[src/rtl/intirvx_decode_mw_pkg.sv]
// Shared types for the multi-lane decode stage: CPU widths, decode control bus,
// decode-queue entry layout and the JAL offset helper.
package intirvx_decode_mw_pkg;

  localparam int xlen      = 32;
  localparam int alen      = 32;
  localparam int LANES_MAX = 4;
  localparam logic [alen-1:0] START_PC = 32'h0000_0000;

  localparam logic [6:0] OPC_LUI    = 7'b0110111;
  localparam logic [6:0] OPC_AUIPC  = 7'b0010111;
  localparam logic [6:0] OPC_JAL    = 7'b1101111;
  localparam logic [6:0] OPC_JALR   = 7'b1100111;
  localparam logic [6:0] OPC_BRANCH = 7'b1100011;
  localparam logic [6:0] OPC_LOAD   = 7'b0000011;
  localparam logic [6:0] OPC_STORE  = 7'b0100011;
  localparam logic [6:0] OPC_OPIMM  = 7'b0010011;
  localparam logic [6:0] OPC_OP     = 7'b0110011;
  localparam logic [6:0] OPC_FENCE  = 7'b0001111;
  localparam logic [6:0] OPC_SYSTEM = 7'b1110011;

  typedef enum logic [3:0] {
    ALU_ADD   = 4'd0,
    ALU_SUB   = 4'd1,
    ALU_SLL   = 4'd2,
    ALU_SLT   = 4'd3,
    ALU_SLTU  = 4'd4,
    ALU_XOR   = 4'd5,
    ALU_SRL   = 4'd6,
    ALU_SRA   = 4'd7,
    ALU_OR    = 4'd8,
    ALU_AND   = 4'd9,
    ALU_PASSB = 4'd10
  } alu_op_e;

  typedef enum logic [2:0] {
    IMM_NONE = 3'd0,
    IMM_I    = 3'd1,
    IMM_S    = 3'd2,
    IMM_B    = 3'd3,
    IMM_U    = 3'd4,
    IMM_J    = 3'd5
  } imm_type_e;

  typedef struct packed {
    alu_op_e   alu_op;
    imm_type_e imm_type;
    logic      use_imm;
    logic      use_pc;
    logic      reg_write;
    logic      mem_read;
    logic      mem_write;
    logic      branch;
    logic      jal;
    logic      jalr;
    logic      system;
    logic      fence;
    logic      illegal;
  } decode_bus;

  typedef struct packed {
    decode_bus        dec;
    logic [24:0]      inst;
    logic [alen-1:0]  pc;
  } dq_entry_t;

  // hi is inst[31:12]; returns the sign-extended J-type byte offset.
  function automatic logic [alen-1:0] jal_offset(input logic [19:0] hi);
    logic [20:0] imm;
    imm = {hi[19], hi[7:0], hi[8], hi[18:9], 1'b0};
    return {{(alen-21){imm[20]}}, imm};
  endfunction

endpackage

[src/rtl/intirvx_decode_decoder.sv]
// Single-lane RV32I control decoder. Sees only the instruction fields that
// steer control: {funct7, inst[21:20], funct3, opcode}.
module intirvx_decode_decoder
  import intirvx_decode_mw_pkg::*;
(
  input  logic [18:0] fields,
  output decode_bus   dec
);

  logic [6:0] funct7_s;
  logic [1:0] rs2_lo_s;
  logic [2:0] funct3_s;
  logic [6:0] opcode_s;
  logic       alt_s;
  logic       f7_zero_s;

  assign {funct7_s, rs2_lo_s, funct3_s, opcode_s} = fields;
  assign alt_s     = (funct7_s == 7'b0100000);
  assign f7_zero_s = (funct7_s == 7'b0000000);

  function automatic alu_op_e alu_sel(input logic [2:0] f3, input logic alt);
    alu_op_e op;
    case (f3)
      3'b000:  op = alt ? ALU_SUB : ALU_ADD;
      3'b001:  op = ALU_SLL;
      3'b010:  op = ALU_SLT;
      3'b011:  op = ALU_SLTU;
      3'b100:  op = ALU_XOR;
      3'b101:  op = alt ? ALU_SRA : ALU_SRL;
      3'b110:  op = ALU_OR;
      3'b111:  op = ALU_AND;
      default: op = ALU_ADD;
    endcase
    return op;
  endfunction

  // Opcode-driven control decode with illegal-encoding detection.
  always_comb begin
    dec          = '0;
    dec.alu_op   = ALU_ADD;
    dec.imm_type = IMM_NONE;
    case (opcode_s)
      OPC_LUI: begin
        dec.imm_type  = IMM_U;
        dec.use_imm   = 1'b1;
        dec.reg_write = 1'b1;
        dec.alu_op    = ALU_PASSB;
      end
      OPC_AUIPC: begin
        dec.imm_type  = IMM_U;
        dec.use_imm   = 1'b1;
        dec.use_pc    = 1'b1;
        dec.reg_write = 1'b1;
      end
      OPC_JAL: begin
        dec.imm_type  = IMM_J;
        dec.use_pc    = 1'b1;
        dec.reg_write = 1'b1;
        dec.jal       = 1'b1;
      end
      OPC_JALR: begin
        dec.imm_type  = IMM_I;
        dec.use_imm   = 1'b1;
        dec.reg_write = 1'b1;
        dec.jalr      = 1'b1;
        dec.illegal   = (funct3_s != 3'b000);
      end
      OPC_BRANCH: begin
        dec.imm_type = IMM_B;
        dec.branch   = 1'b1;
        // funct3[2:1] selects eq / lt / ltu comparison; 01 is reserved
        case (funct3_s[2:1])
          2'b00:   dec.alu_op = ALU_SUB;
          2'b10:   dec.alu_op = ALU_SLT;
          2'b11:   dec.alu_op = ALU_SLTU;
          default: dec.illegal = 1'b1;
        endcase
      end
      OPC_LOAD: begin
        dec.imm_type  = IMM_I;
        dec.use_imm   = 1'b1;
        dec.reg_write = 1'b1;
        dec.mem_read  = 1'b1;
        dec.illegal   = (funct3_s == 3'b011) || (funct3_s[2:1] == 2'b11);
      end
      OPC_STORE: begin
        dec.imm_type  = IMM_S;
        dec.use_imm   = 1'b1;
        dec.mem_write = 1'b1;
        dec.illegal   = funct3_s[2] || (funct3_s == 3'b011);
      end
      OPC_OPIMM: begin
        dec.imm_type  = IMM_I;
        dec.use_imm   = 1'b1;
        dec.reg_write = 1'b1;
        dec.alu_op    = alu_sel(funct3_s, (funct3_s == 3'b101) && alt_s);
        if (funct3_s == 3'b001) begin
          dec.illegal = !f7_zero_s;
        end else if (funct3_s == 3'b101) begin
          dec.illegal = !(f7_zero_s || alt_s);
        end else begin
          dec.illegal = 1'b0;
        end
      end
      OPC_OP: begin
        dec.reg_write = 1'b1;
        dec.alu_op    = alu_sel(funct3_s, alt_s);
        dec.illegal   = !(f7_zero_s ||
                          (alt_s && ((funct3_s == 3'b000) || (funct3_s == 3'b101))));
      end
      OPC_FENCE: begin
        dec.fence = 1'b1;
      end
      OPC_SYSTEM: begin
        dec.system  = 1'b1;
        dec.illegal = (funct3_s == 3'b100) ||
                      ((funct3_s == 3'b000) && (rs2_lo_s == 2'b11));
      end
      default: begin
        dec.illegal = 1'b1;
      end
    endcase
  end

endmodule

[src/rtl/intirvx_decode_mw.sv]
// Multi-lane decode stage: owns the fetch PC and epoch, decodes LANES
// instructions per bundle and buffers the compacted ops in a DEPTH-entry ring.
module intirvx_decode_mw
  import intirvx_decode_mw_pkg::*;
#(
  parameter int              LANES      = 2,
  parameter int              DEPTH      = 8,
  parameter logic [alen-1:0] START_ADDR = START_PC
) (
  input  logic                clk,
  input  logic                rst,
  input  logic [LANES*32-1:0] f_inst,
  input  logic [alen-1:0]     f_pc,
  input  logic [LANES-1:0]    f_mask,
  input  logic                f_epoch,
  input  logic                f_valid,
  output logic                f_ready,
  output decode_bus           d_decode,
  output logic [24:0]         d_inst,
  output logic [alen-1:0]     d_pc,
  output logic                d_valid,
  input  logic                d_ready,
  input  logic                alu_jump,
  input  logic [xlen-1:0]     alu_jump_addr,
  input  logic                alu_valid,
  output logic                alu_ready,
  output logic [alen-1:0]     pc,
  output logic                pc_epoch,
  output logic                pc_valid,
  input  logic                pc_ready,
  output logic                flush_ifetch,
  input  logic                flush
);

  localparam int PW = $clog2(DEPTH);
  localparam int CW = $clog2(DEPTH + 1);
  localparam int NW = $clog2(LANES + 1);
  localparam logic [alen-1:0] PC_STEP = alen'(32'd4 * LANES);

  logic [alen-1:0] pc_r;
  logic            pc_valid_r;
  logic            epoch_r;
  logic            flush_ifetch_r;

  dq_entry_t       mem_r [DEPTH];
  logic [PW-1:0]   rd_r;
  logic [PW-1:0]   wr_r;
  logic [CW-1:0]   count_r;

  logic [31:0]     lane_inst_s  [LANES];
  logic [alen-1:0] lane_pc_s    [LANES];
  decode_bus       lane_dec_s   [LANES];
  dq_entry_t       lane_entry_s [LANES];
  logic [NW-1:0]   pos_s        [LANES];
  logic [LANES-1:0] keep_s;
  logic [NW-1:0]   n_s;
  logic [NW-1:0]   enq_n_s;
  logic            jal_found_s;
  logic [alen-1:0] jal_target_s;
  logic            redirect_alu_s;
  logic            accept_s;
  logic            jal_taken_s;
  logic            deq_s;
  logic            clear_s;

  for (genvar g = 0; g < LANES; g++) begin : g_lane
    assign lane_inst_s[g] = f_inst[32*g +: 32];
    assign lane_pc_s[g]   = f_pc + alen'(32'(g) * 32'd4);

    intirvx_decode_decoder u_dec (
      .fields ({lane_inst_s[g][31:25], lane_inst_s[g][21:20],
                lane_inst_s[g][14:12], lane_inst_s[g][6:0]}),
      .dec    (lane_dec_s[g])
    );

    assign lane_entry_s[g] = '{dec: lane_dec_s[g], inst: lane_inst_s[g][31:7], pc: lane_pc_s[g]};
  end

  assign redirect_alu_s = alu_valid & alu_jump;
  assign f_ready        = (count_r <= CW'(DEPTH - LANES));
  assign accept_s       = f_valid & f_ready & (f_epoch == epoch_r) & ~redirect_alu_s;
  assign jal_taken_s    = accept_s & jal_found_s;
  assign d_valid        = (count_r != '0);
  assign deq_s          = d_valid & d_ready;
  assign clear_s        = flush | redirect_alu_s;

  // Lane compaction: set lanes take consecutive slots; the first JAL ends the bundle.
  always_comb begin
    keep_s       = '0;
    n_s          = '0;
    jal_found_s  = 1'b0;
    jal_target_s = '0;
    for (int i = 0; i < LANES; i++) begin
      pos_s[i] = n_s;
      if (f_mask[i] && !jal_found_s) begin
        keep_s[i] = 1'b1;
        n_s       = n_s + NW'(1);
        if (lane_dec_s[i].jal) begin
          jal_found_s  = 1'b1;
          jal_target_s = lane_pc_s[i] + jal_offset(lane_inst_s[i][31:12]);
        end else begin
          jal_found_s  = 1'b0;
        end
      end else begin
        keep_s[i] = 1'b0;
      end
    end
  end

  // Number of ops entering the ring this cycle.
  always_comb begin
    if (accept_s) begin
      enq_n_s = n_s;
    end else begin
      enq_n_s = '0;
    end
  end

  // Ring storage; stale contents are harmless because count gates visibility.
  always_ff @(posedge clk) begin
    if (accept_s && !flush) begin
      for (int i = 0; i < LANES; i++) begin
        if (keep_s[i]) begin
          mem_r[wr_r + PW'(pos_s[i])] <= lane_entry_s[i];
        end
      end
    end
  end

  // Ring pointers and occupancy; a clear beats any same-cycle enqueue/dequeue.
  always_ff @(posedge clk or posedge rst) begin
    if (rst) begin
      rd_r    <= '0;
      wr_r    <= '0;
      count_r <= '0;
    end else if (clear_s) begin
      rd_r    <= '0;
      wr_r    <= '0;
      count_r <= '0;
    end else begin
      wr_r    <= wr_r + PW'(enq_n_s);
      rd_r    <= rd_r + PW'(deq_s);
      count_r <= count_r + CW'(enq_n_s) - CW'(deq_s);
    end
  end

  // Fetch PC / epoch sequencer: ALU redirect beats JAL beats sequential advance.
  always_ff @(posedge clk or posedge rst) begin
    if (rst) begin
      pc_r           <= START_ADDR;
      pc_valid_r     <= 1'b0;
      epoch_r        <= 1'b0;
      flush_ifetch_r <= 1'b0;
    end else begin
      pc_valid_r     <= 1'b1;
      flush_ifetch_r <= redirect_alu_s | jal_taken_s;
      if (redirect_alu_s) begin
        pc_r    <= alu_jump_addr[alen-1:0];
        epoch_r <= ~epoch_r;
      end else if (jal_taken_s) begin
        pc_r    <= jal_target_s;
        epoch_r <= ~epoch_r;
      end else if (pc_valid_r && pc_ready) begin
        pc_r    <= pc_r + PC_STEP;
      end
    end
  end

  assign d_decode     = mem_r[rd_r].dec;
  assign d_inst       = mem_r[rd_r].inst;
  assign d_pc         = mem_r[rd_r].pc;
  assign alu_ready    = 1'b1;
  assign pc           = pc_r;
  assign pc_epoch     = epoch_r;
  assign pc_valid     = pc_valid_r;
  assign flush_ifetch = flush_ifetch_r;

endmodule

[config.mk]
export PLATFORM = sky130hd
export DESIGN_NAME = intirvx_decode_mw
export DESIGN_NICKNAME = d
export VERILOG_FILES = /design/src/rtl/intirvx_decode_mw_pkg.sv /design/src/rtl/intirvx_decode_decoder.sv /design/src/rtl/intirvx_decode_mw.sv
export SDC_FILE = /design/constraint.sdc
export NUM_CORES = 2
export LEC_CHECK = 0
export BUFFER_PORTS_ARGS = -buffer_cell sky130_fd_sc_hd__buf_2
export CAP_MARGIN = 40
export CORE_MARGIN = 8
export CORE_UTILIZATION = 55
export CTS_BUF_LIST = sky130_fd_sc_hd__clkbuf_2
export CTS_CLUSTER_SIZE = 28
export DETAILED_ROUTE_END_ITERATION = 12
export PLACE_DENSITY = 0.69
export SLEW_MARGIN = 15
export SYNTH_ARGS = -nofsm -noshare
export SYNTH_HDL_FRONTEND = slang
export SYNTH_SLANG_ARGS = --single-unit
[constraint.sdc]
create_clock -name clk -period 8.9 [get_ports clk]
set_input_delay 0.89 -clock clk [delete_from_list [all_inputs] [get_ports clk]]
set_output_delay 0.89 -clock clk [all_outputs]
set_load 0.01 [all_outputs]
# After elaboration in Yosys (flattened, before gate mapping)
# Memory sizes are Yosys's and may differ from the RTL's.
# Index checks and enable logic that the tools add are counted.
[totals]
inputBits = 139
word_cells = 201
memories = 1
register_bits = 45
mem_bits_rw = 600
[classes]
muxes = 73
n_reduce_logical = 54
magnitude_cmp = 1
bitwise = 10
eq_ne = 45
addsub = 10
[memory_table]
columns = ["name", "words", "width", "read_ports", "rd_ports_with_merged_regs", "write_ports", "line", "source"]
rows = [
  ["mem_r", 8, 75, 1, 0, 2, "intirvx_decode_mw.sv:45", "dq_entry_t mem_r [DEPTH];"],
]
[ops]
columns = ["op", "n"]
rows = [
  ["32-bit two-way mux", 7],
  ["4-bit one-hot mux with 8 select lines", 4],
  ["32-bit adder", 2],
  ["7-bit by 6-bit == test with 1-bit output (second input constant)", 8],
  ["7-bit == test (second input constant)", 8],
  ["1-bit two-way mux", 49],
  ["32-bit by 3-bit adder with 32-bit output (second input constant)", 1],
  ["32-bit by 4-bit adder with 32-bit output (second input constant)", 1],
  ["4-bit one-hot mux with 4 select lines", 2],
  ["3-bit one-hot mux with 5 select lines", 2],
  ["7-bit by 5-bit == test with 1-bit output (second input constant)", 4],
  ["3-bit == test (second input constant)", 8],
  ["3-bit one-hot mux with 3 select lines", 2],
  ["1-bit one-hot mux with 8 select lines", 2],
  ["7-bit by 2-bit == test with 1-bit output (second input constant)", 2],
  ["7-bit by 4-bit == test with 1-bit output (second input constant)", 2],
  ["7-bit logical NOT", 2],
  ["7-bit OR reduction", 2],
  ["2-bit == test (second input constant)", 6],
  ["3-bit by 2-bit == test with 1-bit output (second input constant)", 4],
  ["1-bit logical OR", 12],
  ["3-bit OR reduction", 4],
  ["6-bit OR reduction", 2],
  ["1-bit logical AND", 9],
  ["22 further kinds", 48],
]

# Logic depth before layout (Yosys ltp)
[depth]
ltp_word = 11
depth_mapped = 20

# Hierarchy
# From an unflattened synthesis, not the netlist that was laid out.
[hier_totals]
hier_cells = 3690
area_unflattened_um2 = 38081.5
[modules_own_cells]
columns = ["mod", "cells_per_inst", "area_per_inst_um2", "n_inst", "seq_area_each_um2"]
rows = [
  ["intirvx_decode_mw", 3512, 36968.0, 1, 19143.4],
  ["intirvx_decode_decoder", 89, 556.8, 2, 0.0],
]

# Worst setup path after synthesis
# No wires, ideal clock.
[synth_timing]
kind = "input-to-reg"
from = "input port alu_valid"
to = "memory mem_r[4][0] (netlist name), enable pin"
n_path_buf = 1
path_stages = 6
required_time_ps = 8281
setup_ps = 619
arrival_time_ps = 7231
slack_ps = 1049
path_cell_list = "nand2_1 > and4_1 > buf_2 > and2b_1 > nand3_1 > o31ai_1"
[synth_rtl]
columns = ["element", "line", "source"]
rows = [
  ["start: declaration", "intirvx_decode_mw.sv:25", "input logic alu_valid,"],
  ["end: declaration", "intirvx_decode_mw.sv:45", ""],
]

# Worst setup path after layout
[layout_timing]
from = "register rd_r[1]"
to = "output port d_inst[24]"
[layout_via]
elab_chain_len = 1
[layout_lines]
columns = ["element", "line", "source"]
rows = [
  ["start: declaration", "intirvx_decode_mw.sv:46", "logic [PW-1:0] rd_r;"],
  ["start signal: assignment", "intirvx_decode_mw.sv:142", "rd_r <= rd_r + PW'(deq_s);"],
  ["memory read 8 x 75 bit", "-", ""],
  ["end: declaration", "intirvx_decode_mw.sv:19", "output logic [24:0] d_inst,"],
]
# Every way passes these cells.

==> reports/qor.csv <==
stage,metric,value,unit
layout,final_nets,4012,
hold_path,min_path_cells,3,
routing,drtIter0Drc,3232,
timing,hold_viol,0,
synthesis,synth_top_family_by_area,simple AND/OR/NAND/NOR gates,
floorplan,start_util,55.5,%
synthesis,synth_area_leaders,"edfxtp_1, mux4_2, nand2_1, xnor2_1, xor2_1",
synthesis,synthXorXnorAreaFrac,7.32,%
global_route,grt_pass1_vias,30150,
layout,drive_above_1_share,22.0,%
timing,final_max_slew_viol_count,0,
floorplan,die_x,279,um
layout,syn_to_final_growth,12.7,%
worst_setup_path,path_class,reg2out,
worst_setup_path,r2r-start,count_r[3],
clock_tree,cts-resized-gates,0,
layout,instances_no_fill,4788,
clock_tree,cts_max_path_buffers,3,
layout,fin_area,42800,um2
synthesis,synthTopCellsByCount,"nand2_1, edfxtp_1, nor2_1",
worst_setup_path,startpoint,rd_r[1],
layout,fillers,5397,
placement,hpwlAfterDp,78.3,mm
clock_tree,cts_tree,done,
global_route,grt_pass1_wl,184,mm
synthesis,ys_seq_elements,645,
global_route,gr-max-usage-layer,met2,
floorplan,std_cell_rows,96,
timing,setup_viol,0,
power,ir_drop,151,uV
worst_setup_path,cp-end-kind,primary output,
hold_path,holdCritStartpoint,f_inst[62],
synthesis,syn-mean-instance-area,11.0,um2
timing,period_share,55.1,%
timing,max_freq,204,MHz
global_route,grt_max_degree,105,
job,max_cap_viol_count,0,
placement,placed_cells,4369,
timing,tightest_slew,945,ps
global_route,grt_use_met3,7.45,%
global_route,grt_remaining_overflow,0,
power,p_leak,16.1,nW
synthesis,synth_top_cell_by_area,edfxtp_1,
synthesis,synthMostInstantiatedCell,nand2_1,
outcome,outcome,completed,
synthesis,synth_edf_count,600,
worst_setup_path,crit_arrival,4020,ps
timing,worst_hold_slack,133,ps
clock_tree,cts.sinks,645,
synthesis,synth_mux_area_share,12.5,%
floorplan,ios,252,
routing,vias,29749,
synthesis,synth_fa_ha_area_share,2.95,%
routing,drt_wl_total,124,mm
floorplan,die-area,77700,um2
clock_tree,cts_setup_buffers,0,
routing,drc,0,
hold_path,hp-class,in2reg,
routing,wire_per_inst,25.9,um
layout,ff_latch_area,19200,um2
synthesis,syn_area,38000,um2
global_route,track_usage,31.3,%
clock_tree,path_clk_slew,120,ps
floorplan,core,68500,um2
synthesis,seq_area_frac_synth,50.4,%
clock_tree,htreeDepth,4,
routing,first_pass_iters,6,
placement,port_buffers,250,
timing,max_slew_margin,36.4,%
clock_tree,cts_buffers,163,
worst_setup_path,cp_max_fo,49,
timing,finalSetupTns,0,ps
clock_tree,cts_hold_buf,128,
global_route,use_met1,39.0,%
worst_setup_path,cp.required,8010,ps
power,power_per_cell_area,168,nW/um2
synthesis,synth_simple_gate_area_share,14.6,%
clock_tree,clk-insertion-delay-late,1380,ps
clock_tree,root_buffer,clkbuf_2,
synthesis,synth_cells,3464,
synthesis,synth-main-ff-cell,edfxtp_1,
global_route,antenna_found_initial,12,
synthesis,synth_compound_area_share,8.23,%
synthesis,synth_top_area_share,47.5,%
placement,placed_area,39900,um2
timing,rsz0062_at_grt,false,
timing,skew,116,ps
layout,multi_input_area,17500,um2
routing,ant_nets,0,
timing,min_period,4910,ps
layout,final_util,62.5,%
placement,gp_congestion,0.915,
floorplan,dieHeight,279,um
synthesis,ys_types,88,
worst_setup_path,r2r_cells,14,
synthesis,async_reset_ff_share,6.98,%
synthesis,yosysWarningCount,0,
worst_setup_path,startpoint_type,flop,
routing,drt-vias-per-instance,6.21,
global_route,grt_use_met2,52.3,%
kinds of logic (layout without fill, tap and decap cells):
| family | after synthesis | after routing |
|---|---|---|
| simple gates | 1305 | 1305 |
| flops | 645 | 645 |
| compound gates | 503 | 503 |
| buf+inv | 332 | 764 |
| xor+xnor | 315 | 315 |
| mux | 276 | 276 |
| fa+ha+maj | 87 | 87 |
| other cells | 1 | 11 |
worst max-delay path, stage by stage (launching register included):
cell and delay (ps):
dfrtp_4 970, buf_4 480, buf_16 340, mux4_2 360
mux2_2 330, buf_2 160
cell usage in the layout, fill, tap and decap left out, types with 14 or more instances in the layout:
| cell | n |
|---|---|
| o211ai_1 | 20 |
| ha_1 | 83 |
| nand3_1 | 43 |
| clkbuf_2 | 224 |
| xor2_1 | 134 |
| and2_1 | 19 |
| buf_2 | 252 |
| edfxtp_1 | 600 |
| a21oi_1 | 108 |
| nand2b_1 | 15 |
| nor2_1 | 215 |
| nor3_1 | 26 |
| inv_1 | 40 |
| buf_4 | 42 |
| a21o_1 | 25 |
| xnor2_1 | 180 |
| mux2_2 | 77 |
| dlygate4sd3_1 | 128 |
| nand2_1 | 870 |
| o21ai_0 | 177 |
| and3_1 | 22 |
| clkinv_1 | 33 |
| mux2i_1 | 49 |
| dfrtp_1 | 42 |
| nand4_1 | 20 |
| o21ai_1 | 18 |
| a31oi_1 | 18 |
| o22ai_1 | 14 |
| a211oi_1 | 18 |
| mux4_2 | 150 |
flip-flops by register name (all words and copies together), names as in the netlist:
signal        count
mem_r           600
pc_epoch          1
flush_ifetch      1
pc_valid          1
pc               32
wr_r              3
count_r           4
rd_r              3
final timing paths:
kind	to	slack [ps]
setup / recovery	d_inst[24]	3990
hold / removal	mem_r[6][55]	130
setup reg to reg	mem_r[1][28]	4330
hold reg to reg	pc[0]	510
max in group asynchronous	pc[22]	7700
min in group asynchronous	count_r[1]	640
area by class of cell:
type	instances	share of cell area, %
Clock buffer	224	2.62
Tap cell	882	2.58
Multi-Input combinational cell	2488	40.8
Clock inverter	52	0.839
Inverter	43	0.377
Antenna cell	9	0.0526
Sequential cell	645	44.8
Timing Repair Buffer	445	7.92
layer usage:
| metal | up-vias | part of all wire, % |
|---|---|---|
| met5 | - | 0.052 |
| met4 | 10 | 4.0 |
| met2 | 1847 | 48 |
| met1 | 14427 | 37 |
| met3 | 360 | 11 |
| li1 | 13105 | - |
report_power, final:
group	internal, mW	switching, mW
Combinational	0.741	0.916
Clock	0.827	1.24
Sequential	3.39	0.0822
Total	4.96	2.24
metrics by stage:
stage          worst slack [ps]  total power [mW]
2_1_floorplan              1050              4.62
3_3_place_gp               3430              5.10
3_5_place_dp               3310              5.14
4_1_cts                    3820              7.23
5_1_grt                    3740              7.51
6_report                   3990              7.20
No activity file was read; power rests on OpenSTA's default activity.
